$ cat src/rtl/seg7_pkg.sv
// Shared constants for the 7-segment scanner: hex segment table, idle patterns,
// digit-index width.
package seg7_pkg;

    localparam int IDX_W = 2;

    localparam logic [7:0] SEG_OFF = 8'hFF;
    localparam logic [3:0] AN_OFF  = 4'hF;

    // Active-high {g,f,e,d,c,b,a}; entry n lives at index n (entry F is listed first).
    localparam logic [15:0][6:0] SEG_HEX = {
        7'h71, 7'h79, 7'h5E, 7'h39, 7'h7C, 7'h77, 7'h6F, 7'h7F,
        7'h07, 7'h7D, 7'h6D, 7'h66, 7'h4F, 7'h5B, 7'h06, 7'h3F
    };

    function automatic logic [6:0] hex_seg(input logic [3:0] nib);
        return SEG_HEX[nib];
    endfunction

endpackage

$ cat src/rtl/seg7_decode.sv
// Hex nibble plus decimal point to active-low {dp,g,f,e,d,c,b,a}.
module seg7_decode
    import seg7_pkg::*;
(
    input  logic [3:0] nibble,
    input  logic       dp,
    output logic [7:0] seg
);

    assign seg = {~dp, ~hex_seg(nibble)};

endmodule

$ cat src/rtl/seg7_scanner.sv
// Four-digit 7-segment scanner: slot timing, frame-synchronous double buffering,
// leading-zero blanking and registered anode/segment drive.
module seg7_scanner
    import seg7_pkg::*;
#(
    parameter int CLK_DIV = 100000,
    parameter int DEAD    = 1000
) (
    input  logic        clk,
    input  logic        reset,
    input  logic        wr_en,
    input  logic [15:0] wr_data,
    input  logic [3:0]  wr_dp,
    input  logic        blank_lz,
    output logic [3:0]  AN,
    output logic [7:0]  BCD,
    output logic        frame_done
);

    localparam int CW = $clog2(CLK_DIV);
    localparam logic [CW-1:0] CNT_MAX  = CW'(CLK_DIV - 1);
    localparam logic [CW-1:0] DEAD_CNT = CW'(DEAD);

    logic [CW-1:0]    cnt;
    logic [IDX_W-1:0] idx;
    logic [15:0]      act_val, shd_val;
    logic [3:0]       act_dp, shd_dp;
    logic             pending;
    logic             frame_bnd;

    assign frame_bnd = (cnt == CNT_MAX) && (idx == IDX_W'(3));

    always_ff @(posedge clk or posedge reset) begin
        if (reset) begin
            cnt <= '0;
            idx <= '0;
        end else if (cnt == CNT_MAX) begin
            cnt <= '0;
            idx <= idx + 1'b1;
        end else begin
            cnt <= cnt + 1'b1;
        end
    end

    // A write landing on the boundary bypasses the shadow so it is not held a frame.
    always_ff @(posedge clk or posedge reset) begin
        if (reset) begin
            act_val <= '0;
            act_dp  <= '0;
            shd_val <= '0;
            shd_dp  <= '0;
            pending <= 1'b0;
        end else if (frame_bnd) begin
            if (wr_en) begin
                act_val <= wr_data;
                act_dp  <= wr_dp;
            end else if (pending) begin
                act_val <= shd_val;
                act_dp  <= shd_dp;
            end
            pending <= 1'b0;
        end else if (wr_en) begin
            shd_val <= wr_data;
            shd_dp  <= wr_dp;
            pending <= 1'b1;
        end
    end

    logic [3:0] nib;
    logic [7:0] seg;
    logic [3:0] hi_zero;
    logic       blank;
    logic       dark;

    assign nib = act_val[idx*4 +: 4];

    seg7_decode u_dec (
        .nibble (nib),
        .dp     (act_dp[idx]),
        .seg    (seg)
    );

    // hi_zero[k]: nibbles k..3 are all zero.
    always_comb begin
        hi_zero    = '0;
        hi_zero[3] = (act_val[15:12] == 4'h0);
        for (int k = 2; k >= 0; k--)
            hi_zero[k] = hi_zero[k+1] && (act_val[k*4 +: 4] == 4'h0);
    end

    assign blank = blank_lz && (idx != '0) && hi_zero[idx] && !act_dp[idx];
    assign dark  = (cnt < DEAD_CNT) || blank;

    always_ff @(posedge clk or posedge reset) begin
        if (reset) begin
            AN         <= AN_OFF;
            BCD        <= SEG_OFF;
            frame_done <= 1'b0;
        end else begin
            AN         <= dark ? AN_OFF  : ~(4'b0001 << idx);
            BCD        <= dark ? SEG_OFF : seg;
            frame_done <= frame_bnd;
        end
    end

endmodule

$ cat config.mk
export PLATFORM = sky130hd
export DESIGN_NAME = seg7_scanner
export DESIGN_NICKNAME = d
export VERILOG_FILES = /design/src/rtl/seg7_pkg.sv /design/src/rtl/seg7_decode.sv /design/src/rtl/seg7_scanner.sv
export SDC_FILE = /design/constraint.sdc
export NUM_CORES = 1
export LEC_CHECK = 0
export ABC_AREA = 1
export ABC_CLOCK_PERIOD_IN_PS = 3050
export CAP_MARGIN = 30
export CORE_ASPECT_RATIO = 0.9
export CORE_UTILIZATION = 40
export CTS_CLUSTER_DIAMETER = 150
export DETAILED_ROUTE_END_ITERATION = 16
export GPL_TIMING_DRIVEN = 0
export HOLD_SLACK_MARGIN = 0.06
export PLACE_DENSITY_LB_ADDON = 0.2
export SLEW_MARGIN = 20
export SYNTH_ARGS = -nofsm -noshare
export SYNTH_HDL_FRONTEND = slang
export SYNTH_HIERARCHICAL = 1
export SYNTH_SLANG_ARGS = --single-unit
$ cat constraint.sdc
create_clock -name clk -period 3.05 [get_ports clk]
set_clock_uncertainty 0.1 [all_clocks]
set_input_delay 0.4575 -clock clk [delete_from_list [all_inputs] [get_ports clk]]
set_output_delay 0.4575 -clock clk [all_outputs]
set_load 0.01 [all_outputs]
# Yosys cells after proc, flatten, opt, wreduce, memory -nomap -nowiden
# Memories as Yosys holds them, arrays and structs flattened.
# Cells that the tools add are included.
[totals]
register_bits = 73
romBits = 112
in_bits = 24
out_inout_bits = 13
word_cells = 56
memories = 1
[mem_list]
columns = ["memory", "depth", "width", "rd", "rd_ports_with_merged_regs", "write_ports", "line_no", "rtl"]
rows = [
  ["(no name shown)", 16, 7, 1, 0, 0, "seg7_pkg.sv:17", "return SEG_HEX[nib];"],
]
[op_classes]
addsub = 2
order_cmp = 3
eq_ne = 2
n_shift = 2
mux = 14
bitwise_logic = 4
reduce_logical = 18
[op_table]
columns = ["op", "n"]
rows = [
  ["$mux W16", 2],
  ["$add A17 B1 Y17 const B", 1],
  ["$eq A17 B17 Y1 const B", 1],
  ["$lt A17 B10 Y1 const B", 1],
  ["$mux W17", 1],
  ["$logic_not A4 Y1", 4],
  ["$shiftx A16 B5 Y4", 1],
  ["$mux W4", 3],
  ["$mux W8", 1],
  ["$logic_and A1 B1 Y1", 7],
  ["$mux W7", 1],
  ["$not A7 Y7", 1],
  ["$reduce_bool A2 Y1", 3],
  ["$lt A4 B5 Y1 const B", 1],
  ["$bmux W1 S2", 2],
  ["$mux W1", 4],
  ["$not A4 Y4", 1],
  ["$reduce_and A2 Y1", 2],
  ["$shl A1 B2 Y4 const A", 1],
  ["$lt A2 B3 Y1 const B", 1],
  ["$add A2 B1 Y2 const B", 1],
  ["$eq A2 B2 Y1 const B", 1],
  ["$not A1 Y1", 2],
  ["$logic_not A1 Y1", 1],
  ["$logic_or A1 B1 Y1", 1],
]

# Logic depth before layout (Yosys ltp)
[logic_depth]
ltp_word = 10
depth_mapped = 13
ltp_nobuf = 12

# By module
# The synthesis kept the hierarchy.
[modules_own_cells]
columns = ["module", "instances", "cells_per_inst", "area_per_inst_um2", "seq_area_each_um2"]
rows = [
  ["seg7_scanner", 1, 494, 3769.9, 1841.8],
  ["seg7_decode", 1, 49, 265.3, 0.0],
]

# Worst setup path before layout
# Ideal clock, no wire load.
[synth_timing]
kind = "flip-flop to flip-flop"
from = "register idx[0]"
to = "register BCD[3]"
setup_ps = 86
arrival_ps = 1915
required_ps = 2864
setup_slack_ps = 948
stages_incl_launch_ff = 14
path_buffers = 1
period_less_slack_ps = 2102
path_cell_list = "dfrtp_1 -> inv_1 -> clkbuf_1 -> o21ai_0 -> o22ai_1 -> inv_1 -> ha_1 -> inv_1 -> nand2_1 -> nand2_1 -> nand2_1 -> nand2_1 -> inv_1 -> nand3_1"
[synth_via]
word_cells_on_any_way = 15
cone_classes = "shift: 1; mux: 6; bitwise: 1; reduce/logical: 6; memory: 1"
[synth_lines]
columns = ["item", "line_no", "rtl"]
rows = [
  ["start, declared", "seg7_scanner.sv:25", "logic [IDX_W-1:0] idx;"],
  ["start signal, assigned", "seg7_scanner.sv:39", "idx <= idx + 1'b1;"],
  ["$shiftx A16 B5 Y4", "seg7_scanner.sv:75", "assign nib = act_val[idx*4 +: 4];"],
  ["via nib[1]", "seg7_scanner.sv:69", "logic [3:0] nib;"],
  ["$mem_v2 Z16 W7", "n/a", ""],
  ["$mux W7 (implied by the code)", "seg7_pkg.sv:17", ""],
  ["$not A7 Y7", "seg7_decode.sv:10", "assign seg = {~dp, ~hex_seg(nibble)};"],
  ["via seg[3]", "seg7_scanner.sv:70", "logic [7:0] seg;"],
  ["$mux W8", "seg7_scanner.sv:101", "BCD <= dark ? SEG_OFF : seg;"],
  ["end signal, assigned", "seg7_scanner.sv:101", ""],
  ["end, declared", "seg7_scanner.sv:16", "output logic [7:0] BCD,"],
]
# The timed path passes the listed nets, and every way through them passes these cells. The select of a mux whose other input is x is not followed.
# A chain may end at the register's enable or synchronous reset.

# Final worst setup path
# Ends and elaborated chain as after synthesis.

==> results.py <==
metrics = {
    "timing": {
        "rsz0062_at_grt": "no",
        "slew_headroom": 0.617,
        "tightestPinTransition_ns": 0.574,
        "final-hold-violation-count": 0,
        "fin_crit_sh": 0.814,
        "setup_ws_ns": 0.566,
        "fmax_mhz": 403,
        "maxSlewViolCount": 0,
        "finalSetupViolations": 0,
        "timing.final.crit_period_ns": 2.48,
    },
    "routing": {
        "drtIter0Drc": 127,
        "ant_nets": 0,
        "vias": 3420,
        "first_pass_iters": 4,
        "drc": 0,
        "wl_um": 8550,
        "wl_per_cell_um": 11.9,
        "vias_per_cell": 4.74,
    },
    "cells_and_area": {
        "fin_nets": 625,
        "final_common_cell": "nand2_1",
        "syn_to_final_growth_pct": 19.0,
        "diodes": 0,
        "seqCellArea_um2": 1840,
        "drive_gt1_frac": 0.101,
        "multi_input_area_um2": 1790,
        "final_cell_mix": "nand2_1 (171), inv_1 (61), dfrtp_1 (61)",
        "fillCellCount": 988,
        "final_area_um2": 4800,
    },
    "yosys": {
        "synth_top_flop_cell": "dfrtp_1",
        "avgSynthCellArea_um2": 7.43,
        "ys_types": 31,
        "yosysTopAreaCellShare": 0.378,
        "synthCells": 543,
        "netlist_area_um2": 4040,
        "synthTopCellsByArea": "dfrtp_1 (38%), nand2_1 (16%), dfstp_2 (7.8%)",
        "yosysWarnings": 6,
        "async_reset_ff_frac": 1.00,
        "yosysSeqAreaShare": 0.456,
        "syn_nets": 578,
        "yosysTopAreaCell": "dfrtp_1",
        "ys_seq_elements": 73,
        "synth_edf_count": 0,
    },
    "setup_path": {
        "cp.arrival_ns": 2.66,
        "r2r-end": "BCD[3]$_DFF_PP1_",
        "reg2reg_slack_ns": 0.57,
        "rr_worst_depth": 13,
        "worst_setup_path_end_kind": "flip-flop",
        "start_kind": "flip-flop",
        "r2r_start": "idx[0]$_DFFE_PP0N_",
        "critPathMaxFanout": 11,
        "worstSetupPathType": "flip-flop to flip-flop",
        "required_ns": 3.23,
    },
    "die": {
        "die_w_um": 108,
        "die_h_um": 97.3,
        "start_util": 0.414,
        "core_area_um2": 9740,
        "fp-row-count": 34,
        "dieArea_um2": 10500,
        "boundaryPins": 37,
    },
    "clock_network": {
        "cts-hold-fix-buffers": 0,
        "htreeDepth": 3,
        "cts_resized": 0,
        "cts_max_path_buffers": 2,
        "cts_tree": "yes",
        "cts.sinks": 73,
        "cts_made_buffers": 9,
        "insertion_delay_ns": 0.35,
        "clk_pin_slew_ns": 0.08,
        "post_cts_buffers": 0,
        "cts_root_buf": "clkbuf_8",
    },
    "power_and_ir_drop": {
        "power_leakage_nw": 2.38,
        "pwr_density_cell_nw_per_um2": 417,
        "peakVddDrop_uv": 210,
    },
    "placed_design": {
        "placed_area_um2": 4570,
        "place_ws_ns": 0.574,
        "dp_hpwl_um": 6470,
        "gp_congestion": 0.887,
        "port_buffers": 35,
    },
    "grt": {
        "antenna_found_initial": 0,
        "grt.total_usage": 0.182,
        "grt_max_degree": 52,
        "grt_pass1_vias": 3240,
        "grt_pass1_wl_um": 15200,
        "gr-total-overflow": 0,
    },
    "worst_hold_path": {
        "hold_path.class": "input pin to async pin",
    },
    "run_status": {
        "status": "completed",
    },
    "run": {
        "cap_viol_max_count": 0,
    },
}
-- power breakdown --
group / leakage [nW] / internal, mW / switching, mW
sequential: 0.923 / 0.991 / 0.0113
combinational: 1.35 / 0.0565 / 0.0728
clock: 0.109 / 0.506 / 0.364
total: 2.38 / 1.55 / 0.448
-- state kept, by name (all words and copies together) (netlist names) --
name,flops
cnt,17
act_val,16
shd_val,16
BCD,8
AN,4
act_dp,4
shd_dp,4
idx,2
frame_done,1
pending,1
-- layout make-up --
type,count,area share
Clock inverter,4,0.0156
Inverter,67,0.0539
Timing Repair Buffer,36,0.0787
Clock buffer,12,0.0323
Tap cell,126,0.0328
Multi-Input combinational cell,379,0.374
Sequential cell,73,0.383
Buffer,24,0.0297
-- synth_stat cells (3+ instances only) --
| master | number |
|---|---|
| a21oi_1 | 3 |
| buf_2 | 9 |
| buf_6 | 5 |
| clkbuf_1 | 7 |
| dfrtp_1 | 61 |
| dfstp_2 | 12 |
| ha_1 | 11 |
| inv_1 | 62 |
| inv_2 | 4 |
| nand2_1 | 171 |
| nand2_2 | 5 |
| nand3_1 | 54 |
| nand4_1 | 22 |
| nor2_1 | 53 |
| o21ai_0 | 35 |
| o22ai_1 | 4 |
| xor2_1 | 6 |
-- kinds of logic (layout without fill, tap and decap cells) --
group,count (synthesis),in the layout,share of synthesized area
buf+inv,91,143,0.0989
flops,73,73,0.456
simple gates,315,315,0.336
fa+ha+maj,11,11,0.0341
xor+xnor,7,7,0.0152
compound gates,46,46,0.0598
-- per-layer routing --
layer  wire length [µm]  GRT usage  share of wire  up-vias
met3                370     0.0436          0.043        6
met4                 69     0.0379         0.0081        0
met2               3840      0.284           0.45       64
met5                  0          0              0        -
met1               4270      0.256           0.50     1549
li1                   -          -              -     1801
-- worst max-delay path by stage --
| stage | from | endpoint | cells past startpoint |
|---|---|---|---|
| floorplan | reset | act_dp[0]$_DFFE_PP0P_ | 1 |
| CTS | idx[0]$_DFFE_PP0N_ | BCD[3]$_DFF_PP1_ | 13 |
| detailed placement | idx[0]$_DFFE_PP0N_ | BCD[3]$_DFF_PP1_ | 13 |
| finish | idx[0]$_DFFE_PP0N_ | BCD[3]$_DFF_PP1_ | 13 |
| global route | idx[0]$_DFFE_PP0N_ | BCD[3]$_DFF_PP1_ | 13 |
| global placement | reset | shd_val[9]$_DFFE_PP0P_ | 2 |
-- worst max-delay path, cell delays in order (launching register included) --
cell and delay, ns:
dfrtp_1 0.44, inv_1 0.13, clkbuf_1 0.39, o21ai_0 0.15, o22ai_1 0.35, inv_1 0.17
ha_1 0.33, inv_1 0.04, nand2_1 0.05, nand2_1 0.05, nand2_1 0.05, nand2_1 0.05
inv_1 0.04, nand3_1 0.07
-- per-stage QoR --
| step | cells | power, mW | hold slack (ns) | util | TNS (ns) |
|---|---|---|---|---|---|
| after global routing | 721 | 2.10 | 0.351 | 0.493 | 0 |
| after detailed placement | 705 | 1.15 | 0.358 | 0.469 | 0 |
| after CTS | 721 | 2.03 | 0.314 | 0.493 | 0 |
| after floorplan | 543 | 1.09 | 0.342 | - | 0 |
| final | 721 | 2.00 | 0.317 | 0.493 | 0 |
| after global placement | 704 | 1.15 | 0.354 | 0.466 | -37.13 |
(Power assumes the default switching activity.)
